$ cat src/rtl/pc_ctl.sv
// -----------------------------------------------------------------------------
// pc_ctl -- program-counter / instruction-fetch front end.
//
// Issues one instruction fetch at a time and presents the fetched word to
// decode. Branch and trap redirects restart the fetch stream at a new
// address. A redirect pulses flush for one cycle. An outstanding fetch is
// never withdrawn. If a redirect arrives while a fetch is in flight, the
// fetch is allowed to complete and its data is discarded.
//
// Parameters:
//   RESET_PC     first fetch address after reset
//
// Ports:
//   clk          clock, all state updates on the rising edge
//   rst_n        asynchronous active-low reset
//   trap_en      trap/mret redirect request (has priority over br_en)
//   trap_pc      trap/mret target address
//   br_en        branch/jump redirect request
//   br_pc        branch/jump target address
//   stall        decode cannot accept the presented instruction
//   if_req       fetch request, held until if_ack
//   if_addr      fetch address, stable while if_req is high
//   if_ack       fetch complete, if_rdata valid this cycle
//   if_rdata     fetched instruction word
//   inst_valid   inst / inst_pc valid toward decode
//   inst         instruction to decode
//   inst_pc      address of inst
//   flush        one-cycle pulse after every redirect
//
// Build option:
//   TRAP_PC_ALIGN_EN  when defined, bits [1:0] of the redirect target are
//                     cleared before the target is loaded.
// -----------------------------------------------------------------------------
module pc_ctl #(
    parameter logic [63:0] RESET_PC = 64'h8000_0000
) (
    input  logic        clk,
    input  logic        rst_n,
    input  logic        trap_en,
    input  logic [63:0] trap_pc,
    input  logic        br_en,
    input  logic [63:0] br_pc,
    input  logic        stall,
    output logic        if_req,
    output logic [63:0] if_addr,
    input  logic        if_ack,
    input  logic [31:0] if_rdata,
    output logic        inst_valid,
    output logic [31:0] inst,
    output logic [63:0] inst_pc,
    output logic        flush
);

    typedef enum logic [1:0] {
        BOOT    = 2'd0,
        REQ     = 2'd1,
        VALID   = 2'd2,
        DISCARD = 2'd3
    } state_t;

    state_t      state_reg, state_next;
    logic [63:0] pc_reg, pc_next;
    logic [63:0] req_addr_reg, req_addr_next;
    logic [31:0] inst_reg, inst_next;
    logic [63:0] inst_pc_reg, inst_pc_next;
    logic        flush_reg;

    logic        redirect;
    logic [63:0] target_raw;
    logic [63:0] target;

    assign redirect   = trap_en | br_en;
    assign target_raw = trap_en ? trap_pc : br_pc;

`ifdef TRAP_PC_ALIGN_EN
    assign target = {target_raw[63:2], 2'b00};
`else
    assign target = target_raw;
`endif

    always_ff @(posedge clk or negedge rst_n) begin
        if (!rst_n) begin
            state_reg    <= BOOT;
            pc_reg       <= RESET_PC;
            req_addr_reg <= RESET_PC;
            inst_reg     <= 32'd0;
            inst_pc_reg  <= 64'd0;
            flush_reg    <= 1'b0;
        end else begin
            state_reg    <= state_next;
            pc_reg       <= pc_next;
            req_addr_reg <= req_addr_next;
            inst_reg     <= inst_next;
            inst_pc_reg  <= inst_pc_next;
            flush_reg    <= redirect;
        end
    end

    always_comb begin
        state_next    = state_reg;
        pc_next       = pc_reg;
        req_addr_next = req_addr_reg;
        inst_next     = inst_reg;
        inst_pc_next  = inst_pc_reg;

        case (state_reg)
            BOOT: begin
                // A late ack from before reset is ignored here: if_req is low.
                state_next = REQ;
                if (redirect) begin
                    pc_next       = target;
                    req_addr_next = target;
                end
            end
            REQ: begin
                if (redirect) begin
                    pc_next = target;
                    if (if_ack) begin
                        // Fetch done this cycle: drop it and go straight to the target.
                        req_addr_next = target;
                        state_next    = REQ;
                    end else begin
                        // Handshake must complete at the old address first.
                        state_next = DISCARD;
                    end
                end else if (if_ack) begin
                    inst_next    = if_rdata;
                    inst_pc_next = req_addr_reg;
                    pc_next      = req_addr_reg + 64'd4;
                    state_next   = VALID;
                end
            end
            VALID: begin
                if (redirect) begin
                    pc_next       = target;
                    req_addr_next = target;
                    state_next    = REQ;
                end else if (!stall) begin
                    req_addr_next = pc_reg;
                    state_next    = REQ;
                end
            end
            DISCARD: begin
                if (redirect) begin
                    pc_next = target;
                end
                // The abandoned fetch completes: drop its data and fetch from
                // the newest target (this cycle's target if one arrives with
                // the ack).
                if (if_ack) begin
                    req_addr_next = redirect ? target : pc_reg;
                    state_next    = REQ;
                end
            end
            default: begin
                state_next = BOOT;
            end
        endcase
    end

    assign if_req     = (state_reg == REQ) || (state_reg == DISCARD);
    assign if_addr    = req_addr_reg;
    assign inst_valid = (state_reg == VALID);
    assign inst       = inst_reg;
    assign inst_pc    = inst_pc_reg;
    assign flush      = flush_reg;

endmodule
$ cat config.mk
export PLATFORM = sky130hd
export DESIGN_NAME = pc_ctl
export DESIGN_NICKNAME = d
export VERILOG_FILES = /design/src/rtl/pc_ctl.sv
export SDC_FILE = /design/constraint.sdc
export NUM_CORES = 1
export LEC_CHECK = 0
export ABC_AREA = 0
export CORE_ASPECT_RATIO = 0.7
export CORE_UTILIZATION = 30
export CTS_BUF_LIST = sky130_fd_sc_hd__clkbuf_8
export DETAILED_ROUTE_END_ITERATION = 6
export MAX_ROUTING_LAYER = met4
export PLACE_DENSITY = 0.64
export SYNTH_ARGS = -nofsm -noshare
export SYNTH_HDL_FRONTEND = slang
export SYNTH_SLANG_ARGS = --single-unit
$ cat constraint.sdc
create_clock -name clk -period 2.1 [get_ports clk]
set_input_delay 0.42 -clock clk [delete_from_list [all_inputs] [get_ports clk]]
set_output_delay 0.42 -clock clk [all_outputs]
set_load 0.05 [all_outputs]
After elaboration in Yosys (flattened, before gate mapping):

Index checks and enable logic that the tools add are counted.

* $add $sub $neg: 1
* equality and inequality tests: 9
* muxes and demuxes: 19
* bitwise gates (word level): 2
* reduce and logical (&&, ||, !) cells: 6

Operator list (number)
* 64-bit two-way mux: 10
* 64-bit case mux with 4 select lines: 1
* 64-bit case mux with 2 select lines: 1
* 64-bit by 3-bit adder with 64-bit output, second input constant: 1
* 2-bit two-way mux: 6
* 2-bit != test, second input constant: 4
* 2-bit case mux with 4 select lines: 1
* 3-bit AND reduction: 2
* 5-bit AND reduction: 1
* 2-bit equality test, second input constant: 2
* 3-bit by 2-bit != test with 1-bit output, second input constant: 1
* 3-bit != test, second input constant: 1
* 3-bit OR reduction: 1
* 2-bit by 1-bit equality test with 1-bit output, second input constant: 1
* 2-bit logical NOT: 1
* 1-bit logical OR: 1
* 1-bit NOT: 1
* 1-bit OR: 1

* bits in registers: 227
* input bits: 166
* output and inout port bits: 163
* word-level logic and storage cells: 43

Logic depth before layout (Yosys ltp):

Gate-level depths: netlist of the first run.

* word-level depth: 4
* gate-level depth with buffers: 10
* depth with buffers taken out: 7

Worst setup path after synthesis of the first run:

No wires, ideal clock.

* kind: register -> register
* start point: reg req_addr_reg[2], in the netlist if_addr[2]
* end point: reg pc_reg[56]
* library setup time: 0.094 ns
* arrival: 2.563 ns
* required time: 2.006 ns
* path slack: -0.557 ns
* stages on the path, launching flop included: 9
* path buffers: 1
* clock period less this slack: 2.657 ns
* path through: dfrtp_1 > ha_1 > nand4_1 > nor4_4 > and3_1 > buf_4 > nand4_1 > xor2_1 > a221oi_2

* cells in the longest elaborated chain, start to end: 4

RTL lines
* from (decl): line 63 `logic [63:0] req_addr_reg, req_addr_next;`
* from (signal assigned): line 92 `req_addr_reg <= req_addr_next;`
* 64-bit by 3-bit adder with 64-bit output: line 129 `pc_next = req_addr_reg + 64'd4;`
* 64-bit two-way mux: line 126 `end else if (if_ack) begin`
* 64-bit two-way mux: line 116 `if (redirect) begin`
* 64-bit case mux with 2 select lines: line 106 `case (state_reg)`
* to (signal assigned): line 91 `pc_reg <= pc_next;`
* to (decl): line 62 `logic [63:0] pc_reg, pc_next;`

No other way between the ends. The select of a mux whose other input is x is not followed.
A chain may end at the register's enable or synchronous reset.

Worst setup path in the final report of the first run:

* start point: reg req_addr_reg[31], in the netlist if_addr[31]
* end point: reg pc_reg[58]

The elaborated chain is that of the path after synthesis.

==> flow_metrics.env, run 1 <==
export IMPL_viasPerCell=4.902
export IMPL_cts_root_buf="clkbuf_8"
export IMPL_synthFlopType="dfrtp_1"
export IMPL_routedWlPerCell_um=17.67
export IMPL_fin_nets=1907
export IMPL_die_w_um=235
export IMPL_violations="negative setup slack"
export IMPL_yosys_cell_types_count=46
export IMPL_io_pins=329
export IMPL_ant_nets=0
export IMPL_required_ps=2560
export IMPL_wirelength_um=40000
export IMPL_crit_arrival_ps=2610
export IMPL_finClkSkew_ps=18.84
export IMPL_synth_fp_nets=1476
export IMPL_ys_seq_area_share_pct=49.85
export IMPL_antenna_found_initial=1
export IMPL_cts_sinks=227
export IMPL_period_share_pct=102.1
export IMPL_tritoncts="done"
export IMPL_avgSynthCellArea_um2=8.710
export IMPL_portBuffers=328
export IMPL_syn_area_um2=11400
export IMPL_fp_coreArea_um2=37280
export IMPL_synth_cells=1309
export IMPL_drc=0
export IMPL_min_delay_path_class="in -> async"
export IMPL_clk_insertion_delay_late_ps=560
export IMPL_grt_total_usage_pct=20.78
export IMPL_fin_tns_setup_ps=-53.07
export IMPL_cp_buffers_inverters=1
export IMPL_place_inst=2174
export IMPL_synth_warnings=0
export IMPL_overflow=0
export IMPL_drtIter0Drc=791
export IMPL_dr_pass1_iters=5
export IMPL_start_util_pct=30.58
export IMPL_ys_ff_latch=227
export IMPL_synth_edf_count=0
export IMPL_start_kind="flop"
export IMPL_slew_headroom_pct=63.67
export IMPL_hold_viol=0
export IMPL_crit_path_max_incr_delay_ps=610
export IMPL_grt_pass1_vias=10680
export IMPL_vias=11090
export IMPL_fmax_mhz=466.2
export IMPL_setup_slack_ps=-45.02
export IMPL_whs_ps=360.9
export IMPL_maxCapViolCount=0
export IMPL_crit_path_end_kind="flop"
export IMPL_power_per_cell_area_nw_per_um2=981.0
export IMPL_htree_levels=2
export IMPL_grt_pass1_wl_um=61120
export IMPL_status="complete, but fails checks"
export IMPL_rsz0062_at_grt="yes"
export IMPL_worstSetupPathType="reg -> reg"
export IMPL_utilization_pct=46.23
export IMPL_cts_buffer_depth=3
export IMPL_fin_crit_ps=2145
export IMPL_setup_viol=2
export IMPL_synthArstFlopShare_pct=100.0
export IMPL_path_max_fanout=5
export IMPL_gp_congestion=0.8586
export IMPL_dieArea_um2=38800
export IMPL_clk_pin_slew_ps=70
export IMPL_cp_slowest_cell="dfstp_4"
export IMPL_drv_slew=0
export IMPL_worst_path_dominant_cell_family="simple AND/OR/NAND/NOR gates"
export IMPL_fin_cells=2263
export IMPL_area_growth_pct=51.16
export IMPL_worstMarginPinSlew_ps=547.1
export IMPL_ir_worst_vdd_uv=509.1
export IMPL_p_leak_nw=8.236
export IMPL_rows=59
export IMPL_die_h_um=165.1
export IMPL_dp_hpwl_um=29420
export IMPL_grt_max_degree=61
export IMPL_path_cells="and3_4 > nand4_1 > buf_4 > nor2_2 > nand4_1 > xor2_1 > a221oi_2"
export IMPL_cts_buffers=42
export IMPL_path_common_cell="nand4_1"
export IMPL_layout_drive_gt1_share_pct=18.09
==> final cells by class <==
cell class | count | area [um2]
Sequential cell | 227 | 5722
Fill cell | 3605 | 20050
Multi-Input combinational cell | 987 | 5475
Tap cell | 488 | 610.6
Clock inverter | 28 | 230.2
Clock buffer | 50 | 688.2
Antenna cell | 1 | 2.502
Inverter | 6 | 22.52
Timing Repair Buffer | 476 | 4483
==> routing by layer <==
layer | routed length, um | share of wire [%] | GRT usage (%)
met4 | 701 | 1.8 | 5.024
met1 | 19140 | 48 | 29.10
met5 | 0 | 0 | -
met3 | 2287 | 5.7 | 3.657
met2 | 17860 | 45 | 31.16
==> cells in the mapped netlist (2+ instances only) <==
library cell	number	area [um2]
nand2_1	394	1479
dfrtp_1	225	5630
nor2_1	116	435.4
o21ai_0	95	475.5
a21oi_1	85	425.4
clkbuf_1	70	262.8
mux2i_1	68	680.7
xor2_1	39	341.6
nand4_1	27	168.9
nand3_1	23	115.1
xnor2_1	20	175.2
and3_1	15	93.84
a221oi_1	12	105.1
buf_2	10	50.05
o221ai_1	10	87.58
o22ai_1	10	62.56
o211ai_1	9	67.56
buf_1	8	30.03
and4_1	7	61.31
a221oi_2	6	90.09
mux2_2	6	67.56
a211oi_1	5	37.54
inv_1	5	18.77
nor4_1	5	31.28
o21a_1	5	37.54
and2_1	4	25.02
nand4_4	3	63.81
o31ai_1	3	22.52
buf_4	2	15.01
dfstp_2	2	52.55
nand2b_1	2	12.51
nor2b_1	2	12.51
nor4_2	2	25.02
nor4_4	2	42.54
==> final timing paths <==
path / end / from / slack [ps] / cells after the start
worst max-delay path: pc_reg[58] / if_addr[31] / -50 / 7
worst min-delay path: inst_pc[56] / rst_n / 360 / 2
worst max register to register: pc_reg[58] / if_addr[31] / -50 / 7
worst min register to register: inst_pc[8] / inst_pc[8] / 460 / 2
max in group asynchronous: if_addr[32] / rst_n / 930 / 3
min in group clk: inst[27] / if_rdata[27] / 390 / 3
==> kinds of logic after synthesis <==
logic type	after synthesis	share of synthesized area, %
xor gates and xnor gates	59	4.533
muxes	74	6.563
DFF	227	49.85
AOI/OAI and AO/OA	245	12.76
buffers and inverters	96	3.336
and+or+nand+nor	607	22.85
adders and majority gates	1	0.1097
==> worst register-to-register path, delay by kind of cell (launching register included) <==
family,cells,cell delay (ps)
AOI/OAI and AO/OA,1,220
xor gates and xnor gates,1,220
buffers and inverters,1,180
DFF,1,610
and+or+nand+nor,4,810
==> what timing repair did <==
| action | 4_1_cts | 5_1_grt |
|---|---|---|
| endpoints found under the setup margin | 137 | 33 |
| setup buffers | 3 | 5 |
| hold buffers | 1 | 0 |
| gates cloned | 0 | 1 |
| pin swaps | 5 | 7 |
| hold endpoints to repair | 36 | 0 |
| gates resized for setup | 129 | 16 |
==> power by group <==
group / internal [mW] / switching [mW]
combinational: 2.02 / 4.43
clock: 2.67 / 1.96
sequential: 5.27 / 0.557
total: 9.96 / 6.95
==> cells in the final DEF (no fill, tap or decap), types with 39 or more instances in the layout <==
cell and count:
xor2_1 39, nand2_1 390, mux2i_1 68, nor2_1 109, a21oi_1 85, buf_4 157, clkdlybuf4s50_1 163, dlygate4sd2_1 121
clkbuf_8 50, o21ai_0 94, dfrtp_1 197
==> stage by stage <==
step                      power (mW)  worst slack (ps)  area (um2)
after detailed placement       12.81            -168.7       16330
after global placement         12.69            -110.1       16330
final                          16.91            -45.02       17230
after CTS                      17.10            -20.35       17130
after global routing           17.80            -142.1       17230
after floorplan                9.876            -152.5       11490
No activity file was read; power rests on OpenSTA's default activity.
==> inputs of run 2 (changes only) <==
--- a/config.mk
+++ b/config.mk
@@ -10,6 +10,7 @@
 export CORE_UTILIZATION = 30
 export CTS_BUF_LIST = sky130_fd_sc_hd__clkbuf_8
 export DETAILED_ROUTE_END_ITERATION = 6
+export GPL_TIMING_DRIVEN = 0
 export MAX_ROUTING_LAYER = met4
 export PLACE_DENSITY = 0.64
 export SYNTH_ARGS = -nofsm -noshare
==> flow_metrics.env, run 2 (synthesis gave the netlist of run 1 again) <==
export IMPL_power_total_mw=16.37
export IMPL_wirelength_um=45540
export IMPL_cts_buffer_depth=3
export IMPL_pwr_share_clk_pct=26.0
export IMPL_violations="negative setup slack"
export IMPL_power_per_cell_area_nw_per_um2=971.6
export IMPL_die_w_um=235
export IMPL_tritoncts="done"
export IMPL_combPwrFrac_pct=37.0
export IMPL_maxCapViolCount=0
export IMPL_status="complete, but fails checks"
export IMPL_rr_endpoint="pc_reg[56]"
export IMPL_rr_worst_depth=10
export IMPL_mostFrequentLayoutCells="nand2_1 (388), dfrtp_1 (195), clkdlybuf4s50_1 (163)"
export IMPL_pwr_share_seq_pct=37.1
export IMPL_grt_total_usage_pct=23.65
export IMPL_finClkSkew_ps=25.07
export IMPL_grt_use_met3_pct=5.934
export IMPL_worstMarginPinSlew_ps=907.6
export IMPL_routedWlPerCell_um=20.25
export IMPL_final_common_cell="nand2_1"
export IMPL_cts_buffers=42
export IMPL_htree_levels=2
export IMPL_grt_busiest_layer="met2"
export IMPL_drtIter0Drc=833
export IMPL_rsz0062_at_grt="yes"
export IMPL_swShare_pct=43.07
export IMPL_clk_insertion_delay_late_ps=580
export IMPL_drv_slew=0
export IMPL_fin_crit_ps=2250
export IMPL_slew_headroom_pct=39.49
export IMPL_grt_max_degree=94
export IMPL_power_internal_mw=9.320
export IMPL_worstSetupPathType="reg -> reg"
export IMPL_setup_viol=18
export IMPL_fin_nets=1894
export IMPL_antenna_found_initial=3
export IMPL_ant_nets=0
export IMPL_met1_usage_pct=32.46
export IMPL_fin_area_um2=16850
export IMPL_dp_hpwl_um=32440
export IMPL_viasPerCell=5.126
export IMPL_period_share_pct=107.1
export IMPL_hold_viol=0
export IMPL_fp_coreArea_um2=37280
export IMPL_vias=11530
export IMPL_utilization_pct=45.19
export IMPL_gp_congestion=0.8714
export IMPL_area_growth_pct=47.77
export IMPL_r2r_start="if_addr[2]"
export IMPL_use_met2_pct=34.21
export IMPL_overflow=0
export IMPL_r2r_setup_slack_ps=-150
export IMPL_dr_pass1_iters=6
export IMPL_layout_drive_gt1_share_pct=16.15
export IMPL_start_util_pct=30.58
export IMPL_portBuffers=327
export IMPL_dpl_worst_slack_ps=-1310
export IMPL_grt_pass1_wl_um=67720
export IMPL_fillCellCount=3653
export IMPL_fin_tns_setup_ps=-737.4
export IMPL_net_switching_power_mw=7.050
export IMPL_cts_sinks=227
export IMPL_die_h_um=165.1
export IMPL_grt_pass1_vias=11010
export IMPL_path_max_fanout=5
export IMPL_drc=0
export IMPL_fmax_mhz=444.5
export IMPL_setup_slack_ps=-149.8
export IMPL_min_delay_path_class="in -> async"
export IMPL_dieArea_um2=38800
export IMPL_crit_arrival_ps=2720
export IMPL_ir_worst_vdd_uv=486.4
export IMPL_postPlaceCellArea_um2=15440
export IMPL_start_kind="flop"
export IMPL_p_leak_nw=8.025
export IMPL_cts_root_buf="clkbuf_8"
export IMPL_rows=59
export IMPL_crit_path_end_kind="flop"
export IMPL_required_ps=2570
export IMPL_clk_pin_slew_ps=60
export IMPL_io_pins=329
run 2: changes by cell type in the layout (fill, tap and decap cells not counted), moves of 8 or more:
| cell | delta |
|---|---|
| buf_4 | -113 |
| clkbuf_2 | +36 |
| buf_12 | -25 |
| clkbuf_1 | +21 |
| dlygate4sd2_1 | +13 |
| buf_2 | +12 |
| buf_6 | +11 |
| clkbuf_8 | +9 |
| clkbuf_4 | +8 |
run 2: cell type report:
class	instances	area, um2	share of cell area, %
Tap cell	488	610.6	3.624
Antenna cell	2	5.005	0.02971
Clock buffer	53	729.5	4.330
Multi-Input combinational cell	986	5579	33.12
Inverter	6	22.52	0.1337
Clock inverter	23	93.84	0.5570
Buffer	86	546.8	3.245
Timing Repair Buffer	378	3536	20.99
Sequential cell	227	5724	33.98
run 2: timing repair:
action | CTS | global route
pin swaps | 10 | 28
setup buffers | 20 | 29
cloned | 1 | 1
hold endpoints to repair | 43 | 0
endpoints found under the setup margin | 386 | 237
gates resized for setup | 280 | 101
hold buffers | 1 | 0
run 2: through the flow:
stage,std cells,hold slack (ps)
floorplan,1309,124.4
global placement,2124,458.3
detailed placement,2126,342.8
CTS,2222,314.5
global route,2249,341.7
finish,2249,337.0
run 2: layer usage:
layer  up-vias  routed length (um)
met3        66                4230
li1       5316                   -
met1      5626               20450
met5         -                   0
met4         0                 975
met2       520               19880
run 2: power groups by stage:
stage	Combinational (mW)	Clock (mW)	Sequential (mW)
floorplan	1.36	0	8.51
global route	6.41	4.59	6.21
detailed placement	6.36	0	6.16
global placement	6.28	0	6.14
CTS	6.00	4.37	6.06
finish	6.05	4.25	6.07
run 2: worst max path at each step:
stage                          start     endpoint  slack, ps
after floorplan           if_addr[2]   pc_reg[40]       -150
after CTS                 if_addr[3]   pc_reg[56]       -190
final                     if_addr[2]   pc_reg[56]       -150
after global placement         rst_n  if_addr[26]     -10510
after global routing      if_addr[3]   pc_reg[56]       -280
after detailed placement       br_en   pc_reg[41]      -1310
run 2: worst max-delay path: stages, from the launching register on:
cell and delay, ps:
dfrtp_2 390, ha_4 140, nand4_1 220, nor4_4 200, buf_4 170, buf_6 110, and3_4 190, buf_8 130
nand4_1 150, xor2_1 210, a221oi_2 240
